<file path="config.mk">
export PLATFORM = sky130hd
export DESIGN_NAME = depuncturer
export DESIGN_NICKNAME = d
export VERILOG_FILES = /design/src/rtl/depuncturer_pkg.sv /design/src/rtl/depuncturer.sv
export SDC_FILE = /design/constraint.sdc
export NUM_CORES = 1
export LEC_CHECK = 0
export BUFFER_PORTS_ARGS = -buffer_cell sky130_fd_sc_hd__buf_2
export CORE_AREA = 2 2 39 41
export DETAILED_ROUTE_END_ITERATION = 10
export DIE_AREA = 0 0 41 43
export SYNTH_ARGS = -nofsm -noshare
export SYNTH_HDL_FRONTEND = slang
export SYNTH_SLANG_ARGS = --single-unit
</file>
<file path="constraint.sdc">
create_clock -name clk -period 2.3 [get_ports clk]
set_clock_uncertainty 0.05 [all_clocks]
set_input_delay 0.46 -clock clk [delete_from_list [all_inputs] [get_ports clk]]
set_output_delay 0.46 -clock clk [all_outputs]
set_load 0.01 [all_outputs]
</file>
<file path="src/rtl/depuncturer_pkg.sv">
// Shared rx/tx coding constants: rate codes, puncture periods and puncture
// patterns. Pattern bit k is column k of the pattern (1 = bit transmitted).
// The transmit-side puncturer uses the same vectors.
package depuncturer_pkg;

  localparam logic [1:0] RATE_1_2 = 2'b00;
  localparam logic [1:0] RATE_2_3 = 2'b01;
  localparam logic [1:0] RATE_3_4 = 2'b10;

  localparam logic [2:0] PERIOD_1_2 = 3'd2;
  localparam logic [2:0] PERIOD_2_3 = 3'd3;
  localparam logic [2:0] PERIOD_3_4 = 3'd4;

  localparam int unsigned PAT_W = 4;

  // A:1   B:1
  localparam logic [PAT_W-1:0] PUNC_A_1_2 = 4'b0001;
  localparam logic [PAT_W-1:0] PUNC_B_1_2 = 4'b0001;
  // A:11  B:10
  localparam logic [PAT_W-1:0] PUNC_A_2_3 = 4'b0011;
  localparam logic [PAT_W-1:0] PUNC_B_2_3 = 4'b0001;
  // A:110 B:101
  localparam logic [PAT_W-1:0] PUNC_A_3_4 = 4'b0011;
  localparam logic [PAT_W-1:0] PUNC_B_3_4 = 4'b0101;

  // Reserved code 11 behaves as rate 1/2.
  function automatic logic [1:0] norm_rate(input logic [1:0] r);
    return (r == 2'b11) ? RATE_1_2 : r;
  endfunction

  // Number of received bits per puncture period.
  function automatic logic [2:0] period_of(input logic [1:0] r);
    case (r)
      RATE_2_3: return PERIOD_2_3;
      RATE_3_4: return PERIOD_3_4;
      default:  return PERIOD_1_2;
    endcase
  endfunction

  function automatic logic [PAT_W-1:0] pat_a(input logic [1:0] r);
    case (r)
      RATE_2_3: return PUNC_A_2_3;
      RATE_3_4: return PUNC_A_3_4;
      default:  return PUNC_A_1_2;
    endcase
  endfunction

  function automatic logic [PAT_W-1:0] pat_b(input logic [1:0] r);
    case (r)
      RATE_2_3: return PUNC_B_2_3;
      RATE_3_4: return PUNC_B_3_4;
      default:  return PUNC_B_1_2;
    endcase
  endfunction

endpackage

</file>
<file path="src/rtl/depuncturer.sv">
// Depuncturer: regroups the serial deinterleaved coded-bit stream into
// (A,B) encoder-output pairs, inserting erasures where the transmitter
// punctured bits so the Viterbi decoder always sees rate-1/2 pairs.
// Ports:
//   clk, reset          clock and synchronous active-high reset
//   in, in_valid, sof   input bit/metric, its qualifier, start-of-frame
//   rate                coding rate code (latched only with in_valid & sof)
//   out_a, out_b        output pair (erased fields driven 0)
//   era_a, era_b        erasure flags for out_a / out_b
//   out_valid           one-cycle strobe per emitted pair
module depuncturer
  import depuncturer_pkg::*;
#(
  parameter int unsigned W = 1
) (
  input  logic         clk,
  input  logic         reset,
  input  logic [W-1:0] in,
  input  logic         in_valid,
  input  logic         sof,
  input  logic [1:0]   rate,
  output logic [W-1:0] out_a,
  output logic [W-1:0] out_b,
  output logic         era_a,
  output logic         era_b,
  output logic         out_valid
);

  logic [1:0]       active_rate;
  logic [1:0]       phase;
  logic [W-1:0]     held_a;

  logic [1:0]       eff_rate;
  logic [1:0]       eff_phase;
  logic [1:0]       last_phase;
  logic [1:0]       col;
  logic [PAT_W-1:0] pa;
  logic [PAT_W-1:0] pb;
  logic             emit;
  logic             kill_a;
  logic             kill_b;

  // A sof bit starts a new period at phase 0 under the newly presented rate.
  // Phase p>0 completes pattern column p-1; a cleared pattern bit is an erasure.
  always_comb begin
    eff_rate   = sof ? norm_rate(rate) : active_rate;
    eff_phase  = sof ? 2'd0 : phase;
    last_phase = 2'(period_of(eff_rate) - 3'd1);
    col        = eff_phase - 2'd1;
    pa         = pat_a(eff_rate);
    pb         = pat_b(eff_rate);
    emit       = (eff_phase != 2'd0);
    kill_a     = ~pa[col];
    kill_b     = ~pb[col];
  end

  // Phase counter, held-A register and registered output pair.
  always_ff @(posedge clk) begin
    if (reset) begin
      active_rate <= RATE_1_2;
      phase       <= 2'd0;
      held_a      <= '0;
      out_a       <= '0;
      out_b       <= '0;
      era_a       <= 1'b0;
      era_b       <= 1'b0;
      out_valid   <= 1'b0;
    end else begin
      out_valid <= 1'b0;
      if (in_valid) begin
        if (sof) begin
          active_rate <= eff_rate;
        end
        phase <= (eff_phase == last_phase) ? 2'd0 : eff_phase + 2'd1;
        if (!emit) begin
          held_a <= in;
        end else begin
          out_valid <= 1'b1;
          era_a     <= kill_a;
          era_b     <= kill_b;
          // Full column pairs held A with this bit; a lone A or B bit is
          // routed to its own field and the other field zeroed.
          out_a     <= kill_a ? '0 : (kill_b ? in : held_a);
          out_b     <= kill_b ? '0 : in;
        end
      end
    end
  end

endmodule

</file>
==> flow_metrics.py, run 1 <==
metrics = {
    "hold_path": {
        "hold_path_depth": 2,
        "holdPathEnd": "out_b$_SDFFE_PP0P_",
        "hp-start": "out_b$_SDFFE_PP0P_",
        "hp-class": "reg2reg",
    },
    "placement": {
        "globalplace.congestion": 0.7560,
        "port_buffers": 11,
        "dp_hpwl_um": 734.8,
        "dpl-instance-area_um2": 616.8,
    },
    "critical_path": {
        "r2r_slack_ps": 650,
        "r2r_start": "active_rate[1]$_SDFFE_PP0P_",
        "arrival_ps": 1900,
        "path_class": "in2reg",
        "required_ps": 2390,
        "r2r_end": "phase[1]$_SDFFE_PP0P_",
        "critPathMaxFanout": 9,
        "endpoint_kind": "register",
        "r2r_cells": 7,
        "start_kind": "primary input",
    },
    "clock_network": {
        "cts_resized": 0,
        "htree_levels": 1,
        "cts_buffers": 3,
        "cts_hold_buf": 0,
        "clock-root-buffer": "clkbuf_4",
        "cts.sinks": 10,
        "clk_path_buf_depth": 2,
        "post_cts_buffers": 0,
        "path_clk_slew_ps": 60,
        "tritoncts": "done",
        "clk_latency_ps": 260,
    },
    "layout": {
        "area_growth_pct": 13.81,
        "final_net_count": 87,
        "n_antenna_cell": 0,
        "fin_area_um2": 639.4,
        "layout-drive-gt1-share_pct": 24.00,
        "nFillCells": 148,
    },
    "logic_synthesis": {
        "synth_ff_type": "dfxtp_1",
        "synth_fa_ha_area_share_pct": 6.682,
        "ys_seq_area_share_pct": 35.63,
        "synth_cell_type_count": 25,
        "synth.area.mux_share_pct": 5.345,
        "synth_area_um2": 561.8,
        "ys_warn_count": 0,
        "synthArstFlopShare_pct": 0,
        "synth-simple-area-share_pct": 30.29,
        "syn_nets": 74,
        "synth_top_family_by_area": "simple AND/OR/NAND/NOR gates",
        "syn_area_per_cell_um2": 8.778,
        "synth-seq-cells": 10,
        "synth_edf_count": 0,
        "synth_compound_area_share_pct": 14.25,
        "synthCells": 64,
        "synth_xor_area_share_pct": 1.559,
    },
    "die": {
        "start_util_pct": 40.60,
        "coreArea_um2": 1384,
        "die_area_um2": 1763,
        "io_pins": 12,
        "rows": 14,
        "die-width_um": 41,
        "die_y_um": 43,
    },
    "timing": {
        "finalCritPeriodShare_pct": 78.79,
        "hold_violations": 0,
        "max_freq_ghz": 0.5518,
        "worstMarginPinSlew_ps": 225.6,
        "maxSlewHeadroom_pct": 84.53,
        "rsz0062_at_grt": "no",
        "drv_slew": 0,
        "setup_viol": 0,
        "hold_slack_ps": 395.0,
        "setup_tns_ps": 0,
        "fin_crit_ps": 1812,
    },
    "global_routing": {
        "grt_overflow": 0,
        "first_global_vias": 375,
        "grt_usage_pct": 13.46,
        "antenna_found_initial": 0,
        "grt_max_degree": 12,
        "grt_pass1_wl_um": 1566,
    },
    "outcome": {
        "status": "finished clean",
    },
    "power": {
        "cellPowerDensity_nw_per_um2": 557.9,
        "totalPowerFinal_uw": 356.7,
        "peakVddDrop_uv": 306.8,
        "p_leak_uw": 0.0002669,
    },
    "detailed_routing": {
        "wl_per_cell_um": 10.49,
        "wl_um": 955,
        "drtAntennaViolNets": 0,
        "drt_iter0_drc": 2,
        "vias_per_cell": 4.890,
        "first_pass_iters": 2,
        "drc": 0,
        "vias": 445,
    },
    "run": {
        "maxCapViolations": 0,
    },
}
-- layer usage --
metal	share of wire [%]	up-vias	track usage [%]
li1	-	246	-
met1	48	188	18.48
met4	0	0	2.000
met2	45	11	17.50
met3	6.4	0	9.424
met5	0	-	0
-- flip-flops by register name, summed over array words and instances (netlist names) --
name	flops
era_b	1
out_a	1
out_valid	1
era_a	1
held_a	1
active_rate	2
phase	2
out_b	1
-- metrics by stage --
step	worst slack (ps)	std cells	utilization, %
6_report	487.7	91	46.20
5_1_grt	426.6	91	46.20
3_5_place_dp	220.3	88	44.57
4_1_cts	500.6	91	46.20
3_3_place_gp	258.0	88	44.57
2_1_floorplan	419.0	64	-
-- cells in the mapped netlist (2+ instances only) --
library cell   n  area share (%)
nand4_1        2             2.2
nor2b_1        3             3.3
nand3_1        5             4.5
a21oi_1        6             5.3
nor2_1         5             3.3
mux2i_1        3             5.3
nand2b_1       4             4.5
nand2_1        7             4.7
ha_1           3             6.7
dfxtp_1       10              36
inv_1          2             1.3
-- where the power goes --
group,leakage [uW],switching (uW),internal (uW)
Combinational,0.000172,33.6,26.7
Clock,0.0000138,51.6,60.0
Sequential,0.0000813,4.86,180
-- worst max-delay path by stage --
stage                     start               endpoint  depth (start not counted)
final                       sof  phase[1]$_SDFFE_PP0P_                          8
after global routing        sof  phase[1]$_SDFFE_PP0P_                          8
after CTS                   sof  phase[1]$_SDFFE_PP0P_                          8
after detailed placement    sof  phase[1]$_SDFFE_PP0P_                          8
after global placement      sof  phase[1]$_SDFFE_PP0P_                          8
after floorplan             sof  phase[0]$_SDFFE_PP0P_                          8
-- cell families (layout without fill, tap and decap cells) --
| group | count (synthesis) | after routing |
|---|---|---|
| xor+xnor | 1 | 1 |
| compound gates | 11 | 11 |
| fa+ha+maj | 3 | 3 |
| flops | 10 | 10 |
| simple gates | 30 | 30 |
| mux | 3 | 3 |
| buf+inv | 6 | 17 |
-- layout by cell type, fill, tap and decap left out, drive strengths merged --
master   count
nand4        2
dfxtp       10
nand4bb      1
o32a         1
ha           3
mux2i        3
a211oi       1
nand2b       5
a21oi        6
inv          2
or2b         1
o211ai       1
nand3        5
buf         12
nand2        7
nor2b        3
o32ai        1
xnor2        1
a311oi       1
clkbuf       3
nor2         6
-- layout make-up --
type / count / area (um^2) / share of cell area, %
Multi-Input combinational cell: 48 / 326.6 / 51.08
Sequential cell: 10 / 200.2 / 31.31
Timing Repair Buffer: 12 / 62.56 / 9.785
Clock buffer: 3 / 22.52 / 3.523
Tap cell: 16 / 20.02 / 3.131
Inverter: 2 / 7.507 / 1.174
-- worst max-delay path, cell delays in order --
cell and delay, ps:
buf_2 180, mux2i_1 250, inv_1 70, ha_1 330
xnor2_1 140, o32a_1 310, nand4_1 100, a21oi_1 60
Note: power is estimated with default switching activity, not from simulation.
==> run 2, diff against run 1 <==
- clock period: 2.3 -> 1.85 ns (I/O delays scaled with it)
==> flow_metrics.py, run 2 (same netlist as run 1, synthesis figures left out) <==
metrics = {
    "clock_network": {
        "tritoncts": "done",
        "clock-root-buffer": "clkbuf_4",
        "cts_resized": 0,
        "post_cts_buffers": 0,
        "htree_levels": 1,
        "clk_path_buf_depth": 2,
        "cts_buffers": 3,
        "path_clk_slew_ps": 70,
        "clk_latency_ps": 270,
        "cts_hold_buf": 0,
        "cts.sinks": 10,
    },
    "die": {
        "die_area_um2": 1763,
        "die-width_um": 41,
        "coreArea_um2": 1384,
        "rows": 14,
        "die_y_um": 43,
        "start_util_pct": 40.60,
        "io_pins": 12,
    },
    "global_routing": {
        "met3_usage_pct": 9.424,
        "grt_max_degree": 12,
        "grt_pass1_wl_um": 1635,
        "grt_overflow": 0,
        "grt_use_met2_pct": 19.69,
        "grt.busiest_layer": "met2",
        "grt_usage_pct": 13.88,
        "antenna_found_initial": 0,
        "met1_usage_pct": 17.48,
        "first_global_vias": 417,
    },
    "timing": {
        "setup_viol": 0,
        "rsz0062_at_grt": "no",
        "maxSlewHeadroom_pct": 83.29,
        "setup_tns_ps": 0,
        "finalCritPeriodShare_pct": 88.41,
        "hold_slack_ps": 327.2,
        "drv_slew": 0,
        "fin_crit_ps": 1636,
        "hold_violations": 0,
        "max_freq_ghz": 0.6114,
        "worstMarginPinSlew_ps": 250.1,
    },
    "critical_path": {
        "start_kind": "primary input",
        "arrival_ps": 1740,
        "cpPeakStageDelay_ps": 310,
        "r2r_start": "active_rate[1]$_SDFFE_PP0P_",
        "endpoint_kind": "register",
        "path_class": "in2reg",
        "r2r_slack_ps": 250,
        "crit_slowest_cell": "o32a_1",
        "critPathMaxFanout": 2,
        "required_ps": 1960,
        "crit_chain": "buf_2 > nor2b_1 > mux2i_1 > inv_1 > ha_1 > xnor2_1 > o32a_1 > nand4_1 > a21oi_1",
        "r2r_cells": 7,
        "r2r_end": "phase[0]$_SDFFE_PP0P_",
    },
    "detailed_routing": {
        "drtAntennaViolNets": 0,
        "wl_um": 971,
        "vias": 487,
        "drc": 0,
        "drt_iter0_drc": 2,
        "first_pass_iters": 4,
        "wl_per_cell_um": 9.710,
        "vias_per_cell": 4.870,
    },
    "layout": {
        "n_antenna_cell": 0,
        "layoutNonFillerInstCount": 100,
        "layout-drive-gt1-share_pct": 32.14,
        "area_growth_pct": 26.95,
        "mostFrequentLayoutCells": "11 x buf_2, 10 x dfxtp_1, 9 x buf_4, 7 x nand2_1, 6 x a21oi_1",
        "nFillCells": 143,
        "final_common_cell": "buf_2",
        "final_net_count": 95,
        "fin_area_um2": 713.2,
        "top_regs": "active_rate x2, phase x2",
    },
    "hold_path": {
        "hold_path_depth": 3,
        "hp-start": "in",
        "hp-class": "in2reg",
        "holdPathEnd": "out_b$_SDFFE_PP0P_",
    },
    "outcome": {
        "status": "finished clean",
    },
    "placement": {
        "dp.cells": 96,
        "dp_hpwl_um": 788.5,
        "globalplace.congestion": 0.7398,
        "port_buffers": 11,
        "dpl-instance-area_um2": 676.9,
    },
    "power": {
        "peakVddDrop_uv": 482.9,
        "cellPowerDensity_nw_per_um2": 720.8,
        "p_leak_uw": 0.0003131,
    },
    "run": {
        "maxCapViolations": 0,
    },
}
run 2: cell types whose count changed in the layout (fill, tap and decap cells not counted), sizes merged:
cell / change
clkbuf: +1
buf: +8
run 2: per-layer routing:
metal  routed length [um]  vias to the layer above  part of all wire [%]
li1                     -                      266                     -
met1                  470                      208                    48
met2                  440                       13                    45
met3                   61                        0                   6.3
met4                    0                        0                     0
met5                    0                        -                     0
run 2: stage by stage:
| stage | setup WS [ps] | utilization (%) | power [uW] |
|---|---|---|---|
| 3_5_place_dp | -78.79 | 48.92 | 326.4 |
| 3_3_place_gp | -72.12 | 48.92 | 325.1 |
| 5_1_grt | 127.5 | 51.54 | 548.5 |
| 4_1_cts | 210.3 | 51.54 | 522.6 |
| 2_1_floorplan | 59.03 | - | 293.1 |
| 6_report | 214.5 | 51.54 | 514.0 |
run 2: layout make-up:
type                    count  area [um^2]  area share [%]
repair buffers             20        122.6           17.19
well taps                  16        20.02           2.807
multi-input cells          48        326.6           45.79
clock buffers               4        36.28           5.088
flip-flops and latches     10        200.2           28.07
inverters                   2        7.507           1.053
run 2: where the power goes:
| group | switching (uW) | internal, uW | leakage (uW) |
|---|---|---|---|
| clock | 74.0 | 119 | 0.0000210 |
| sequential | 6.08 | 223 | 0.0000813 |
| combinational | 43.9 | 47.3 | 0.000211 |
run 2: how the worst max path moves through the flow:
stage | start | to | slack (ps) | depth (start not counted)
3_3_place_gp | rate[1] | phase[1]$_SDFFE_PP0P_ | -70 | 9
4_1_cts | rate[1] | phase[0]$_SDFFE_PP0P_ | 210 | 9
5_1_grt | rate[1] | phase[0]$_SDFFE_PP0P_ | 130 | 9
2_1_floorplan | sof | phase[0]$_SDFFE_PP0P_ | 60 | 8
3_5_place_dp | rate[1] | phase[0]$_SDFFE_PP0P_ | -80 | 9
6_report | rate[1] | phase[0]$_SDFFE_PP0P_ | 210 | 9
run 2: worst max-delay path, delay by kind of cell:
family / cells / cell delay [ps]
AOI/OAI and AO/OA: 2 / 370
xor gates and xnor gates: 1 / 130
adders and majority gates: 1 / 300
buffers and inverters: 2 / 160
muxes: 1 / 170
and+or+nand+nor: 2 / 230
==> run 3, diff against run 2 <==
- TNS_END_PERCENT: default -> 100
- clock period: 1.85 -> 1.8 ns (I/O delays scaled with it)
==> flow_metrics.py, run 3 (same netlist as run 1, synthesis figures left out) <==
metrics = {
    "outcome": {
        "status": "finished clean",
    },
    "global_routing": {
        "antenna_found_initial": 0,
        "grt_pass1_wl_um": 1800,
        "first_global_vias": 460,
        "grt_max_degree": 12,
        "grt_usage_pct": 14.97,
        "grt_overflow": 0,
    },
    "layout": {
        "layoutNonFillerInstCount": 103,
        "n_antenna_cell": 0,
        "nFillCells": 140,
        "multi_input_comb_area_um2": 326.6,
        "top_regs": "active_rate x2, phase x2",
        "area_growth_pct": 30.96,
        "final_common_cell": "buf_4",
        "fin_area_um2": 735.7,
        "layout-drive-gt1-share_pct": 34.48,
        "mostFrequentLayoutCells": "12 x buf_4, 11 x buf_2, 10 x dfxtp_1, 7 x nand2_1, 6 x a21oi_1",
        "final_net_count": 98,
        "regArea_um2": 200.2,
    },
    "detailed_routing": {
        "drtAntennaViolNets": 0,
        "wl_per_cell_um": 10.69,
        "vias": 509,
        "drt_iter0_drc": 9,
        "vias_per_cell": 4.942,
        "first_pass_iters": 4,
        "wl_um": 1101,
        "drc": 0,
    },
    "clock_network": {
        "htree_levels": 1,
        "cts.sinks": 10,
        "post_cts_buffers": 0,
        "cts_resized": 0,
        "tritoncts": "done",
        "cts_hold_buf": 0,
        "clock-root-buffer": "clkbuf_4",
        "clk_latency_ps": 270,
        "cts_buffers": 3,
        "clk_path_buf_depth": 2,
        "path_clk_slew_ps": 70,
    },
    "die": {
        "coreArea_um2": 1384,
        "io_pins": 12,
        "rows": 14,
        "start_util_pct": 40.60,
        "die_area_um2": 1763,
        "die-width_um": 41,
        "die_y_um": 43,
    },
    "power": {
        "p_leak_uw": 0.0003271,
        "totalPowerFinal_uw": 545.2,
        "peakVddDrop_uv": 432.8,
        "cellPowerDensity_nw_per_um2": 741.1,
    },
    "critical_path": {
        "critPathMaxFanout": 2,
        "crit_path_end": "phase[1]$_SDFFE_PP0P_",
        "path_class": "in2reg",
        "r2r_cells": 7,
        "r2r_slack_ps": 200,
        "required_ps": 1910,
        "r2r_end": "phase[1]$_SDFFE_PP0P_",
        "start_kind": "primary input",
        "arrival_ps": 1730,
        "endpoint_kind": "register",
        "startpoint": "rate[1]",
        "r2r_start": "active_rate[1]$_SDFFE_PP0P_",
    },
    "timing": {
        "finalCritPeriodShare_pct": 89.83,
        "maxSlewHeadroom_pct": 86.12,
        "hold_violations": 0,
        "fin_crit_ps": 1617,
        "drv_slew": 0,
        "hold_slack_ps": 320.6,
        "rsz0062_at_grt": "no",
        "worstMarginPinSlew_ps": 202.5,
        "setup_viol": 0,
        "max_freq_ghz": 0.6184,
    },
    "placement": {
        "port_buffers": 11,
        "dp.cells": 99,
        "dp_hpwl_um": 869.9,
        "dpl-instance-area_um2": 699.4,
        "globalplace.congestion": 0.7165,
    },
    "run": {
        "maxCapViolations": 0,
    },
    "hold_path": {
        "hp-class": "in2reg",
    },
}
==> run 3: cell count changes in the layout (fill, tap and decap cells not counted), sizes merged <==
cell  previous run  this run
buf             20        23
==> run 3: worst max-delay path, cell delays in order <==
cell	delay (ps)
buf_2	100
nor2b_1	130
mux2i_1	170
inv_1	60
ha_1	300
xnor2_1	130
o32a_1	300
nand4_1	100
a21oi_1	70
==> run 3: power breakdown <==
part | switching, uW | total (uW) | internal (uW)
Clock | 86.8 | 210 | 123
Combinational | 46.8 | 99.5 | 52.7
Sequential | 6.38 | 236 | 230
Total | 140 | 545 | 405
==> run 3: cell type report <==
cell class / instances / share of cell area [%]
repair buffers: 23 / 19.73
multi-input cells: 48 / 44.39
flip-flops and latches: 10 / 27.21
well taps: 16 / 2.721
inverters: 2 / 1.020
clock buffers: 4 / 4.932
==> run 3: per-stage QoR <==
stage	worst slack, ps	setup TNS [ps]	utilization (%)
2_1_floorplan	19.03	0	-
3_3_place_gp	-113.6	-289.9	50.54
3_5_place_dp	-121.6	-334.6	50.54
4_1_cts	180.8	0	53.16
5_1_grt	82.30	0	53.16
6_report	183.0	0	53.16
==> run 3: worst min-delay path by stage <==
| stage | from | to | slack (ps) | cells past startpoint |
|---|---|---|---|---|
| floorplan | active_rate[0]$_SDFFE_PP0P_ | active_rate[0]$_SDFFE_PP0P_ | 390 | 2 |
| global placement | out_b$_SDFFE_PP0P_ | out_b$_SDFFE_PP0P_ | 390 | 2 |
| detailed placement | out_b$_SDFFE_PP0P_ | out_b$_SDFFE_PP0P_ | 390 | 2 |
| CTS | in | out_b$_SDFFE_PP0P_ | 320 | 3 |
| global route | in | out_b$_SDFFE_PP0P_ | 320 | 3 |
| finish | in | out_b$_SDFFE_PP0P_ | 320 | 3 |
==> run 3: per-layer routing <==
layer	track usage, %	part of all wire [%]
met5	0	0
met4	10.00	1.3
met2	20.63	47
met3	3.141	5.0
met1	20.00	46
